## config.mk

```make
export PLATFORM = sky130hd
export DESIGN_NAME = haar_pair_stream_flat
export DESIGN_NICKNAME = d
export VERILOG_FILES = /design/src/rtl/haar_pkg.sv /design/src/rtl/haar_pair_stream_if.sv /design/src/rtl/haar_pair_reg.sv /design/src/rtl/haar_pair_stream.sv /design/src/flat_wrapper.sv
export SDC_FILE = /design/constraint.sdc
export NUM_CORES = 1
export LEC_CHECK = 0
export BUFFER_PORTS_ARGS = -buffer_cell sky130_fd_sc_hd__buf_2
export CELL_PAD_IN_SITES_DETAIL_PLACEMENT = 1
export CELL_PAD_IN_SITES_GLOBAL_PLACEMENT = 1
export CORE_UTILIZATION = 37
export CTS_CLUSTER_SIZE = 30
export DETAILED_ROUTE_END_ITERATION = 7
export GPL_TIMING_DRIVEN = 0
export PLACE_DENSITY = 0.82
export SLEW_MARGIN = 20
export SYNTH_ARGS = -nofsm -noshare
export SYNTH_HDL_FRONTEND = slang
export SYNTH_HIERARCHICAL = 1
export SYNTH_SLANG_ARGS = --single-unit
```

## constraint.sdc

```tcl
create_clock -name clk -period 1.8 [get_ports clk]
set_clock_uncertainty 0.1 [all_clocks]
set_input_delay 0 -clock clk [delete_from_list [all_inputs] [get_ports clk]]
set_output_delay 0 -clock clk [all_outputs]
set_load 0.01 [all_outputs]
```

## src/rtl/haar_pkg.sv

```systemverilog
// Shared types for the Haar pairing/average/difference stages.
// pair_t uses the default widths so later stages can pass whole pairs around.
package haar_pkg;

  localparam int DATA_W_DEF = 8;
  localparam int CNT_W_DEF  = 16;

  typedef enum logic [1:0] {
    EVEN = 2'd0,
    ODD  = 2'd1,
    PAD  = 2'd2
  } state_e;

  typedef struct packed {
    logic [DATA_W_DEF-1:0] a;
    logic [DATA_W_DEF-1:0] b;
    logic                  last;
    logic                  pad;
    logic [CNT_W_DEF-1:0]  idx;
  } pair_t;

endpackage

```

## src/rtl/haar_pair_stream_if.sv

```systemverilog
// Pixel-in / pair-out handshake bundle for haar_pair_stream.
// The slave modport is the block's view of the bundle; the master modport is the driver's view.
interface haar_pair_stream_if #(
  parameter int DATA_W = haar_pkg::DATA_W_DEF,
  parameter int CNT_W  = haar_pkg::CNT_W_DEF
) ();

  logic              in_valid;
  logic              in_ready;
  logic [DATA_W-1:0] in_data;
  logic              in_last;

  logic              pair_valid;
  logic              pair_ready;
  logic [DATA_W-1:0] pair_a;
  logic [DATA_W-1:0] pair_b;
  logic              pair_last;
  logic              pair_pad;
  logic [CNT_W-1:0]  pair_idx;

  modport slave (
    input  in_valid, in_data, in_last, pair_ready,
    output in_ready, pair_valid, pair_a, pair_b, pair_last, pair_pad, pair_idx
  );

  modport master (
    output in_valid, in_data, in_last, pair_ready,
    input  in_ready, pair_valid, pair_a, pair_b, pair_last, pair_pad, pair_idx
  );

endinterface

```

## src/rtl/haar_pair_reg.sv

```systemverilog
// One-entry output holding register with valid/ready handshake.
// The register can be refilled in the same cycle its current entry is taken.
module haar_pair_reg #(
  parameter int W = 34
) (
  input  logic         clk,
  input  logic         rst,
  input  logic         load,
  input  logic [W-1:0] din,
  input  logic         ready,
  output logic         valid,
  output logic [W-1:0] dout,
  output logic         slot_free
);

  assign slot_free = !valid || ready;

  // NOTE: clocked state is assigned with <= only, so every register samples pre-edge values.
  always_ff @(posedge clk) begin
    if (rst) begin
      valid <= 1'b0;
      dout  <= '0;
    end else if (load) begin
      valid <= 1'b1;
      dout  <= din;
    end else if (ready) begin
      valid <= 1'b0;
    end
  end

endmodule

```

## src/rtl/haar_pair_stream.sv

```systemverilog
// Groups a serial pixel stream into (even, odd) pairs for the Haar average stage.
// Odd-length rows are closed with a padded pair that duplicates the last pixel.
module haar_pair_stream
  import haar_pkg::*;
#(
  parameter int DATA_W = DATA_W_DEF,
  parameter int CNT_W  = CNT_W_DEF
) (
  input  logic               clk,
  input  logic               rst,
  haar_pair_stream_if.slave  bus
);

  localparam int PW = 2 * DATA_W + 2 + CNT_W;

  state_e            state;
  logic [DATA_W-1:0] hold;
  logic [CNT_W-1:0]  cnt;

  logic              in_ready;
  logic              slot_free;
  logic              xfer;
  logic              load;
  logic [PW-1:0]     load_word;
  logic [PW-1:0]     out_word;

  // NOTE: every signal driven in always_comb gets a default first, so no path leaves it unassigned.
  always_comb begin
    in_ready = 1'b0;
    unique case (state)
      EVEN:    in_ready = 1'b1;
      ODD:     in_ready = slot_free;
      PAD:     in_ready = 1'b0;
      default: in_ready = 1'b0;
    endcase
  end

  assign bus.in_ready = in_ready;
  assign xfer         = bus.in_valid && in_ready;
  assign load         = ((state == ODD) && xfer) || ((state == PAD) && slot_free);

  // A padded pair repeats the held pixel and always closes the row.
  always_comb begin
    load_word = {hold, bus.in_data, bus.in_last, 1'b0, cnt};
    if (state == PAD) begin
      load_word = {hold, hold, 1'b1, 1'b1, cnt};
    end
  end

  always_ff @(posedge clk) begin
    if (rst) begin
      state <= EVEN;
      hold  <= '0;
      cnt   <= '0;
    end else begin
      unique case (state)
        EVEN: begin
          if (xfer) begin
            hold  <= bus.in_data;
            state <= bus.in_last ? PAD : ODD;
          end
        end
        ODD: begin
          if (xfer) begin
            cnt   <= bus.in_last ? '0 : cnt + CNT_W'(1);
            state <= EVEN;
          end
        end
        PAD: begin
          if (slot_free) begin
            cnt   <= '0;
            state <= EVEN;
          end
        end
        default: state <= EVEN;
      endcase
    end
  end

  haar_pair_reg #(.W(PW)) u_pair_reg (
    .clk       (clk),
    .rst       (rst),
    .load      (load),
    .din       (load_word),
    .ready     (bus.pair_ready),
    .valid     (bus.pair_valid),
    .dout      (out_word),
    .slot_free (slot_free)
  );

  assign {bus.pair_a, bus.pair_b, bus.pair_last, bus.pair_pad, bus.pair_idx} = out_word;

endmodule

```

## src/flat_wrapper.sv

```systemverilog
// flat-port wrapper written by rule: the top's interface ports become plain ports
module haar_pair_stream_flat import haar_pkg::*;
#(
  parameter int DATA_W = DATA_W_DEF,
  parameter int CNT_W  = CNT_W_DEF
)
  (clk, rst, bus_in_valid, bus_in_data, bus_in_last, bus_pair_ready, bus_in_ready, bus_pair_valid, bus_pair_a, bus_pair_b, bus_pair_last, bus_pair_pad, bus_pair_idx);
  haar_pair_stream_if #(.DATA_W(DATA_W), .CNT_W(CNT_W)) bus_i ();
  input  logic clk;
  input  logic rst;
  input wire logic [$bits(bus_i.in_valid)-1:0] bus_in_valid;
  input wire logic [$bits(bus_i.in_data)-1:0] bus_in_data;
  input wire logic [$bits(bus_i.in_last)-1:0] bus_in_last;
  input wire logic [$bits(bus_i.pair_ready)-1:0] bus_pair_ready;
  output wire logic [$bits(bus_i.in_ready)-1:0] bus_in_ready;
  output wire logic [$bits(bus_i.pair_valid)-1:0] bus_pair_valid;
  output wire logic [$bits(bus_i.pair_a)-1:0] bus_pair_a;
  output wire logic [$bits(bus_i.pair_b)-1:0] bus_pair_b;
  output wire logic [$bits(bus_i.pair_last)-1:0] bus_pair_last;
  output wire logic [$bits(bus_i.pair_pad)-1:0] bus_pair_pad;
  output wire logic [$bits(bus_i.pair_idx)-1:0] bus_pair_idx;
  assign bus_i.in_valid = bus_in_valid;
  assign bus_i.in_data = bus_in_data;
  assign bus_i.in_last = bus_in_last;
  assign bus_i.pair_ready = bus_pair_ready;
  assign bus_in_ready = bus_i.in_ready;
  assign bus_pair_valid = bus_i.pair_valid;
  assign bus_pair_a = bus_i.pair_a;
  assign bus_pair_b = bus_i.pair_b;
  assign bus_pair_last = bus_i.pair_last;
  assign bus_pair_pad = bus_i.pair_pad;
  assign bus_pair_idx = bus_i.pair_idx;
  haar_pair_stream #(.DATA_W(DATA_W), .CNT_W(CNT_W)) u_core (.clk(clk), .rst(rst), .bus(bus_i));
endmodule
```

## Word-level counts from Yosys, hierarchy flattened

Index checks and enable logic that the tools add are counted.

- Register bits: 61
- Input port bits: 13
- Output and inout bits: 36
- Word-level logic and storage cells: 36

- Add/subtract/negate cells: 1
- Eq/ne operators: 5
- Mux-type cells: 13
- Reductions and logical operators: 12

Operators with widths:

| kind | number |
|---|---|
| 16-bit 2-to-1 mux | 3 |
| 16-bit case mux with 2 select lines | 1 |
| 26-bit 2-to-1 mux | 1 |
| 16-bit by 1-bit adder with 16-bit output (second input constant) | 1 |
| 2-bit 2-to-1 mux | 4 |
| 2-bit by 1-bit != test with 1-bit output (second input constant) | 3 |
| 2-bit case mux with 3 select lines | 1 |
| 3-bit AND reduction | 2 |
| 2-bit nonzero test | 2 |
| 1-bit logical AND | 3 |
| 2-bit by 1-bit equality test with 1-bit output (second input constant) | 1 |
| 2-bit equality test (second input constant) | 1 |
| 2-bit logical NOT | 1 |
| 1-bit logical OR | 2 |
| 1-bit 2-to-1 mux | 2 |
| 1-bit case mux with 2 select lines | 1 |
| 2-bit AND reduction | 1 |
| 1-bit logical NOT | 1 |

## Longest topological paths before layout

Gate-level depths: netlist (run 1).

- Depth in word-level cells: 7
- Mapped depth: 8
- Mapped depth without buffers: 6

## Cells and area by module

Netlist (run 1), hierarchy kept.

By module, submodules not included:

| module | instances | cells an instance | area an instance (um2) | seq. area each (um2) |
|---|---|---|---|---|
| haar_pair_stream | 1 | 158 | 1315.0 | 520.5 |
| haar_pair_reg | 1 | 114 | 1272.5 | 700.7 |

## Worst setup path after synthesis (run 1)

Ideal clock, no wire load.

- Kind: reg2reg
- Start: register u_core.state[1]
- End: register u_core.u_pair_reg.dout[16]
- Library setup time: 128 ps
- Arrival time: 1557 ps
- Data required time: 1572 ps
- Slack: 15 ps
- Cell stages (with the launch flop): 8
- Buffers on the path: 2
- Period minus slack after synthesis: 1785 ps
- Cells stage by stage: dfxtp_1 > and3b_2 > o21ai_0 > inv_1 > buf_6 > buf_12 > mux2i_1 > nor2_1

- Longest elaborated chain between the ends: 5
- Elaborated cells between the ends (all ways): 9
- Those cells by class: 2 x eq/ne; 2 x mux; 5 x reduce/logical

Ends and longest elaborated chain:

| element | RTL line | source |
|---|---|---|
| start, declared | haar_pair_stream.sv:16 | `state_e state;` |
| start signal, assigned | haar_pair_stream.sv:60 | `state <= bus.in_last ? PAD : ODD;` |
| 2-bit by 1-bit equality test with 1-bit output or 2-bit logical NOT (tied branches) | haar_pair_stream.sv:30, haar_pair_stream.sv:40 |  |
| 1-bit case mux with 2 select lines | haar_pair_stream.sv:30 | `unique case (state)` |
| 1-bit logical AND | haar_pair_stream.sv:39 | `assign xfer = bus.in_valid && in_ready;` |
| 1-bit logical AND | haar_pair_stream.sv:40 | `assign load = ((state == ODD) && xfer) \|\| ((state == PAD) && slot_free);` |
| 1-bit logical OR (*) | haar_pair_stream.sv:40 |  |
| via u_core.load | haar_pair_stream.sv:23 | `logic load;` |
| end signal, assigned | haar_pair_reg.sv:25 | `dout <= din;` |
| end, declared | haar_pair_reg.sv:12 | `output logic [W-1:0] dout,` |

Mark *: on every way through the listed nets, which the timed path passes. The rest lies on a longest branch.
A chain may end at the register's enable or synchronous reset.

## Worst setup path in the final report (run 1)

- Start: register u_core.state[1]
- End: register u_core.cnt[14]

- Longest elaborated chain between the ends: 5
- Elaborated cells between the ends (all ways): 10
- Those cells by class: 4 x eq/ne; 2 x mux; 4 x reduce/logical

Ends and longest elaborated chain:

| element | RTL line | source |
|---|---|---|
| 2-bit by 1-bit equality test with 1-bit output or 2-bit logical NOT (tied branches) | haar_pair_stream.sv:30, haar_pair_stream.sv:56 |  |
| 1-bit case mux with 2 select lines | haar_pair_stream.sv:30 |  |
| 1-bit logical AND | haar_pair_stream.sv:39 |  |
| 2-bit by 1-bit != test with 1-bit output (no line) | n/a |  |
| 3-bit AND reduction (no line) | n/a |  |
| end signal, assigned | haar_pair_stream.sv:65 | `cnt <= bus.in_last ? '0 : cnt + CNT_W'(1);` |
| end, declared | haar_pair_stream.sv:18 | `logic [CNT_W-1:0] cnt;` |

Parallel ways exist; a longest one is shown, timed or not.

==> results by group, run 1 <==
Worst setup path
  • Critical Path Sink Type: flip-flop
  • Worst r2r path cells: 5
  • Startpoint types: flip-flop
  • CP Class: flip-flop to flip-flop
  • Reg2reg setup slack: 0.08 ns
  • Reg2Reg Launch Point: u_core/state[1]
  • CP arrival: 1.88 ns
  • Worst r2r dst: u_core/cnt[14]
  • Worst EP required: 1.96 ns
  • Critical Path Fanout Max: 10

Timing
  • Minimum clock period: 1.72 ns
  • Max_slew headroom: 64.9%
  • Worst slew pin tran: 0.527 ns
  • Final Hold Viols: 0
  • Min Hold Slack: about 0.038 ns
  • Unrepaired setup endpoints after global routing: no
  • Final setup fails: 0
  • Max Clock Freq: 581 MHz
  • Slew Viols, Final: 0
  • Period utilization: between 90% and 100%

Global routing
  • Largest net degree at the start of global routing: 11
  • First-pass GRT wire length: 10.8 mm
  • GRT overflow: 0
  • Initial antenna violation count: 0
  • Vias in the first global route: 2,203
  • Aggregate global-route resource usage: between 10% and 20%

Die
  • Core Area: ~0.0068 mm2
  • Die area: 0.00733 mm2
  • Die Y: 85.6 um
  • Die X: 85.6 um
  • Initial Util: about two fifths
  • # rows: 30
  • Ports: 49

Route
  • Drt wl/cell: 15.4 um
  • DR DRC count: 1
  • Post-Route WL: 6.56 mm
  • DRT Pass-1 Iters: 6
  • First DRT Iteration DRCs: 85
  • Via count: 2,240
  • ANT nets after route: 0
  • Vias per cell: ~5.3

Synthesis
  • Warnings, synthesis: 6
  • FF+latch count, synth: 61
  • Mapped Area: 0.00259 mm2
  • Synth Area per Inst: 9.51 um2
  • Synth unique cells: 37
  • Synthesized instance count: around 270
  • Register area share after synthesis: 47.2%
  • Syn nets: 286

CTS
  • Clock Sinks: 61
  • CTS tree: built
  • Root Buffer Master: clkbuf_8
  • Setup Buffers After CTS: 0
  • Reg clk slew, reported paths: 0.07 ns
  • Cts bufs inserted: 9
  • Clk_lat worst skew: approximately 0.34 ns
  • CTS HTree Levels: 3
  • Clock Path Buffers: 2

Power and ir drop
  • PwrDens: around 880 mW/mm2
  • Leakage: ~1.4 nW
  • Total power: slightly below 3 mW
  • Max rail drop VDD: 0.428 mV

Outcome
  • Failing checks: design-rule violations
  • Status: complete, but fails checks

Placed design
  • RD Place Congestion: 0.729
  • Port Buffers: 48
  • DP HPWL: 4.42 mm
  • Placed cells: 400

Hold path
  • Worst hold path class: primary input to flip-flop
  • WHS Endpoint: u_core/u_pair_reg/valid
  • Worst Hold Launch: bus_pair_ready
  • Hold path cells: 3

Final layout
  • Layout Cells excl Fill: roughly 430
  • Synthesis-to-layout area growth: 26.9%
  • Layout net count: about 360
  • N_diodes: 0
  • Share of layout cells above drive strength 1: 26.6%
  • Commonest non-fill, non-tap cell in the layout: dfxtp_1
  • Commonest cells after routing, fill and taps aside: 57 x dfxtp_1, 51 x buf_2, 49 x nor2_1, 43 x mux2i_1, 27 x nand2_1

Job
  • Maxcap violations: 0
cell type report:
cell class | count | area (um2)
multi-input combinational | 190 | 1260
clock inverter | 3 | 17.5
timing repair buffer | 59 | 350
fill | 808 | 3470
clock buffer | 13 | 179
buffer | 15 | 130
sequential | 61 | 1230
inverter | 5 | 21.3
tap | 80 | 100
kinds of logic after synthesis:
logic type	count (synthesis)	synth area share [%]
simple gates	109	20.0
flops	61	47.2
mux	43	16.6
compound gates	32	8.32
buf+inv	21	5.71
xor+xnor	5	1.69
fa+ha+maj	1	0.483
cell usage after synthesis (all sizes together):
master   instances  share of area (%)
dfxtp           61                 47
nor2            49                7.1
mux2i           43                 17
nand2           27                3.9
a21oi           12                2.3
buf             10                4.1
nand3            8                1.5
o31ai            8                2.3
or4              8                2.3
clkbuf           6               0.87
inv              5               0.73
o21ai            4               0.77
xnor2            4                1.4
a211oi           3               0.87
nand2b           3                1.0
and2             2               0.48
and4             2               0.68
nand4            2               0.73
nor3b            2               0.58
or3              2               0.48
a2111oi          1               0.34
a211o            1               0.34
a22oi            1               0.29
and3b            1               0.39
ha               1               0.48
nand3b           1               0.29
nor2b            1               0.24
nor3             1               0.19
o2111ai          1               0.58
o211ai           1               0.48
xor2             1               0.34
report_power, final:
group,total [mW],switching [mW],internal (mW)
sequential,1.41,0.0286,1.39
combinational,0.298,0.157,0.141
clock,1.17,0.529,0.646
through the flow:
stage	setup TNS, ns	utilization (%)	area (um2)	setup WS (ns)
2_1_floorplan	0	-	2590	0.0152
5_1_grt	0	48.6	3280	0.00368
3_5_place_dp	-4.47	43.3	2930	-0.179
4_1_cts	-0.0985	48.1	3250	-0.0382
6_report	0	48.6	3280	0.0786
3_3_place_gp	-3.55	43.3	2930	-0.134
repair_timing:
item,in CTS,in global routing
gates resized for setup,6,16
setup endpoints to repair,40,39
hold endpoints to repair,25,0
hold buffers,11,0
pin swaps,0,2
flip-flops by register name, summed over array words and instances (netlist names):
register	flops
u_core/state	2
u_core/u_pair_reg/valid	1
u_core/cnt	16
u_core/hold	8
u_core/u_pair_reg/dout	34
per-layer routing:
metal	global-route usage [%]	routed length, um
met1	22.6	2930
met2	32.0	3270
met3	4.52	256
met4	8.64	101
met5	0	0
how the worst max path moves through the flow:
stage / to / cells after the start / slack (ns) / startpoint
after floorplan: u_core/u_pair_reg/dout[16] / 7 / 0.02 / u_core/state[1]
after global placement: u_core/u_pair_reg/dout[28] / 7 / -0.13 / u_core/state[1]
after detailed placement: u_core/u_pair_reg/dout[14] / 7 / -0.18 / u_core/state[1]
after CTS: u_core/cnt[15] / 4 / -0.04 / u_core/state[0]
after global routing: u_core/u_pair_reg/dout[21] / 7 / 0.004 / u_core/state[1]
final: u_core/cnt[14] / 5 / 0.08 / u_core/state[1]
critical path, stage by stage (launching register included):
cell,delay (ns)
dfxtp_2,0.35
and3b_2,0.31
o211ai_2,0.11
buf_6,0.16
or4_1,0.46
a21oi_1,0.15
No activity file was read; power rests on OpenSTA's default activity.
==> run 2, diff against run 1 <==
- CORE_UTILIZATION: 37 -> 39
- CTS_BUF_LIST: unset -> sky130_fd_sc_hd__clkbuf_8
- PLACE_DENSITY: 0.82 -> 0.85
==> run 2 against run 1 <==
Net effect: the flow now finishes without violations; sequential power about the same; utilization up 4.2 points; flip-flop and latch count unchanged; worst setup slack worse by 0.064 ns; power up 6.9%; maximum frequency down 3.6%; routed wire length up 2.9%; via count up 0.45%; register-to-register slack worse by 0.06 ns; critical path depth unchanged; cell area up 2.6%; non-clock buffer count up 8.
==> results by group, run 2 (synthesis results as in run 1) <==
Route
  • Vias per cell: 5.22 (-0.72%)
  • Post-Route WL: 6.75 mm (+2.9%)
  • ANT nets after route: 0 (unchanged)
  • DRT Pass-1 Iters: 5 (-1)
  • Drt wl/cell: 15.7 um (+1.7%)
  • DR DRC count: 0 (-1)
  • Via count: 2,250 (+0.45%)
  • First DRT Iteration DRCs: 71 (-16%)

Timing
  • Period utilization: 99.2% (+3.6 points)
  • Max_slew headroom: 61.6% (-3.3 points)
  • Min Hold Slack: 0.0585 ns (+0.0205 ns)
  • Unrepaired setup endpoints after global routing: yes
  • Worst slew pin tran: 0.576 ns (+0.0495 ns)
  • Final Hold Viols: 0 (unchanged)
  • Slew Viols, Final: 0 (unchanged)
  • Final setup fails: 0 (unchanged)
  • Setup ws final: 0.0144 ns (-0.0643 ns)
  • Max Clock Freq: 560 MHz (-3.6%)
  • Minimum clock period: 1.79 ns (+0.0643 ns)

Die
  • Die Y: 83.5 um (-2.5%)
  • Initial Util: 40.5% (+2.2 points)
  • Core Area: 0.00639 mm2 (-5.5%)
  • Ports: 49 (unchanged)
  • Die area: 0.00696 mm2 (-5.0%)
  • Die X: 83.5 um (-2.5%)
  • # rows: 29 (-3.3%)

Outcome
  • Status: finished, final reports clean

Global routing
  • GRT overflow: 0 (unchanged)
  • First-pass GRT wire length: 11.2 mm (+3.4%)
  • Initial antenna violation count: 0 (unchanged)
  • Aggregate global-route resource usage: 20.3% (+1.4 points)
  • Largest net degree at the start of global routing: 11 (unchanged)
  • Vias in the first global route: 2,280 (+3.5%)

CTS
  • CTS tree: built
  • Reg clk slew, reported paths: 0.07 ns (about the same)
  • Cts bufs inserted: 9 (unchanged)
  • CTS HTree Levels: 3 (unchanged)
  • Clock Sinks: 61 (unchanged)
  • Clk_lat worst skew: 0.34 ns (about the same)
  • Clock Path Buffers: 2 (unchanged)
  • Root Buffer Master: clkbuf_8

Worst setup path
  • CP arrival: 1.95 ns (+0.07 ns)
  • Critical Path Sink Type: flip-flop
  • Reg2Reg Launch Point: u_core/state[1]
  • Reg2reg setup slack: 0.01 ns (-0.06 ns)
  • Worst EP required: 1.97 ns (about the same)
  • CP Class: flip-flop to flip-flop
  • Startpoint types: flip-flop
  • Critical Path Fanout Max: 10 (unchanged)
  • Worst r2r dst: u_core/cnt[11]
  • Worst r2r path cells: 5 (unchanged)

Final layout
  • Synthesis-to-layout area growth: 30.2%
  • Final instance area: 0.00337 mm2 (+2.6%)
  • Max FFs per register: 34 (unchanged)
  • Share of layout cells above drive strength 1: 27.7% (+1.1 points)
  • Top Registers: u_core/u_pair_reg/dout (34), u_core/cnt (16), u_core/hold (8)
  • N_diodes: 0 (unchanged)
  • Fill cells: 750 (-7.2%)
  • Commonest cells after routing, fill and taps aside: 57 x dfxtp_1, 51 x buf_2, 48 x nor2_1, 43 x mux2i_1, 27 x nand2_1
  • Commonest non-fill, non-tap cell in the layout: dfxtp_1
  • Largest Register: u_core/u_pair_reg/dout
  • Layout net count: 363 (+2.3%)
  • FF/Latch Area: 0.00123 mm2 (unchanged)
  • Footprint of the multi-input gates: 0.00126 mm2 (+0.30%)

Placed design
  • RD Place Congestion: 0.741 (+1.6%)
  • Pre-CTS worst setup slack: -0.194 ns (-0.0147 ns)
  • DP HPWL: 4.31 mm (-2.5%)
  • Port Buffers: 48 (unchanged)
  • Area post-placement: 0.00292 mm2 (-0.13%)

Hold path
  • Worst hold path class: primary input to flip-flop
  • WHS Endpoint: u_core/u_pair_reg/valid
  • Hold path cells: 3 (unchanged)
  • Worst Hold Launch: bus_pair_ready

Job
  • Maxcap violations: 0 (unchanged)

Power and ir drop
  • Total power: 3.09 mW (+6.9%)
  • Leakage: 1.42 nW (+3.5%)
  • Max rail drop VDD: 0.472 mV (+10%)
  • PwrDens: 916 mW/mm2 (+4.2%)
==> run 2: worst max path at each step <==
stage                         start                          to  slack (ns)  depth (start not counted)
detailed placement  u_core/state[1]  u_core/u_pair_reg/dout[18]       -0.19                          7
global placement    u_core/state[1]  u_core/u_pair_reg/dout[20]       -0.14                          7
CTS                 u_core/state[1]              u_core/cnt[11]        0.02                          5
floorplan           u_core/state[1]  u_core/u_pair_reg/dout[16]        0.02                          7
global route        u_core/state[1]              u_core/cnt[15]       -0.05                          4
finish              u_core/state[1]              u_core/cnt[11]        0.01                          5
==> run 2: metal layers <==
metal | GRT usage (%) | routed length [um]
met2 | 37.0 | 3450
met5 | 0 | 0
met4 | 9.24 | 124
met3 | 4.75 | 265
met1 | 22.2 | 2910
==> run 2: final cells by class <==
cell class | instances | share of cell area, %
buffer | 15 | 3.82
timing repair buffer | 67 | 12.2
inverter | 5 | 0.557
clock buffer | 11 | 4.49
tap | 77 | 2.86
multi-input combinational | 190 | 37.5
clock inverter | 5 | 2.19
sequential | 61 | 36.4
==> run 2: worst max-delay path, stage by stage (launching register included) <==
cell	delay (ns)
dfxtp_2	0.39
and3b_2	0.28
and2_1	0.20
a211o_4	0.37
clkbuf_4	0.21
a21oi_1	0.16
==> run 2: timing repair <==
item / 4_1_cts / 5_1_grt
setup buffers: 0 / 8
hold buffers: 11 / 0
endpoints found under the hold margin: 29 / 0
gates cloned: 0 / 0
resized for setup: 10 / 8
pin swaps: 1 / 2
setup endpoints to repair: 41 / 13
==> run 2: stage by stage <==
step	TNS, ns	util [%]	cells
after floorplan	0	-	272
after global placement	-3.62	45.8	397
after detailed placement	-5.16	45.8	397
after CTS	0	51.4	423
after global routing	-0.269	52.8	431
final	0	52.8	431
==> run 2: power by group <==
part	internal [mW]	leakage, nW	switching [mW]
Clock	0.845	0.121	0.524
Sequential	1.39	0.496	0.0294
Combinational	0.142	0.806	0.159
Total	2.37	1.42	0.713
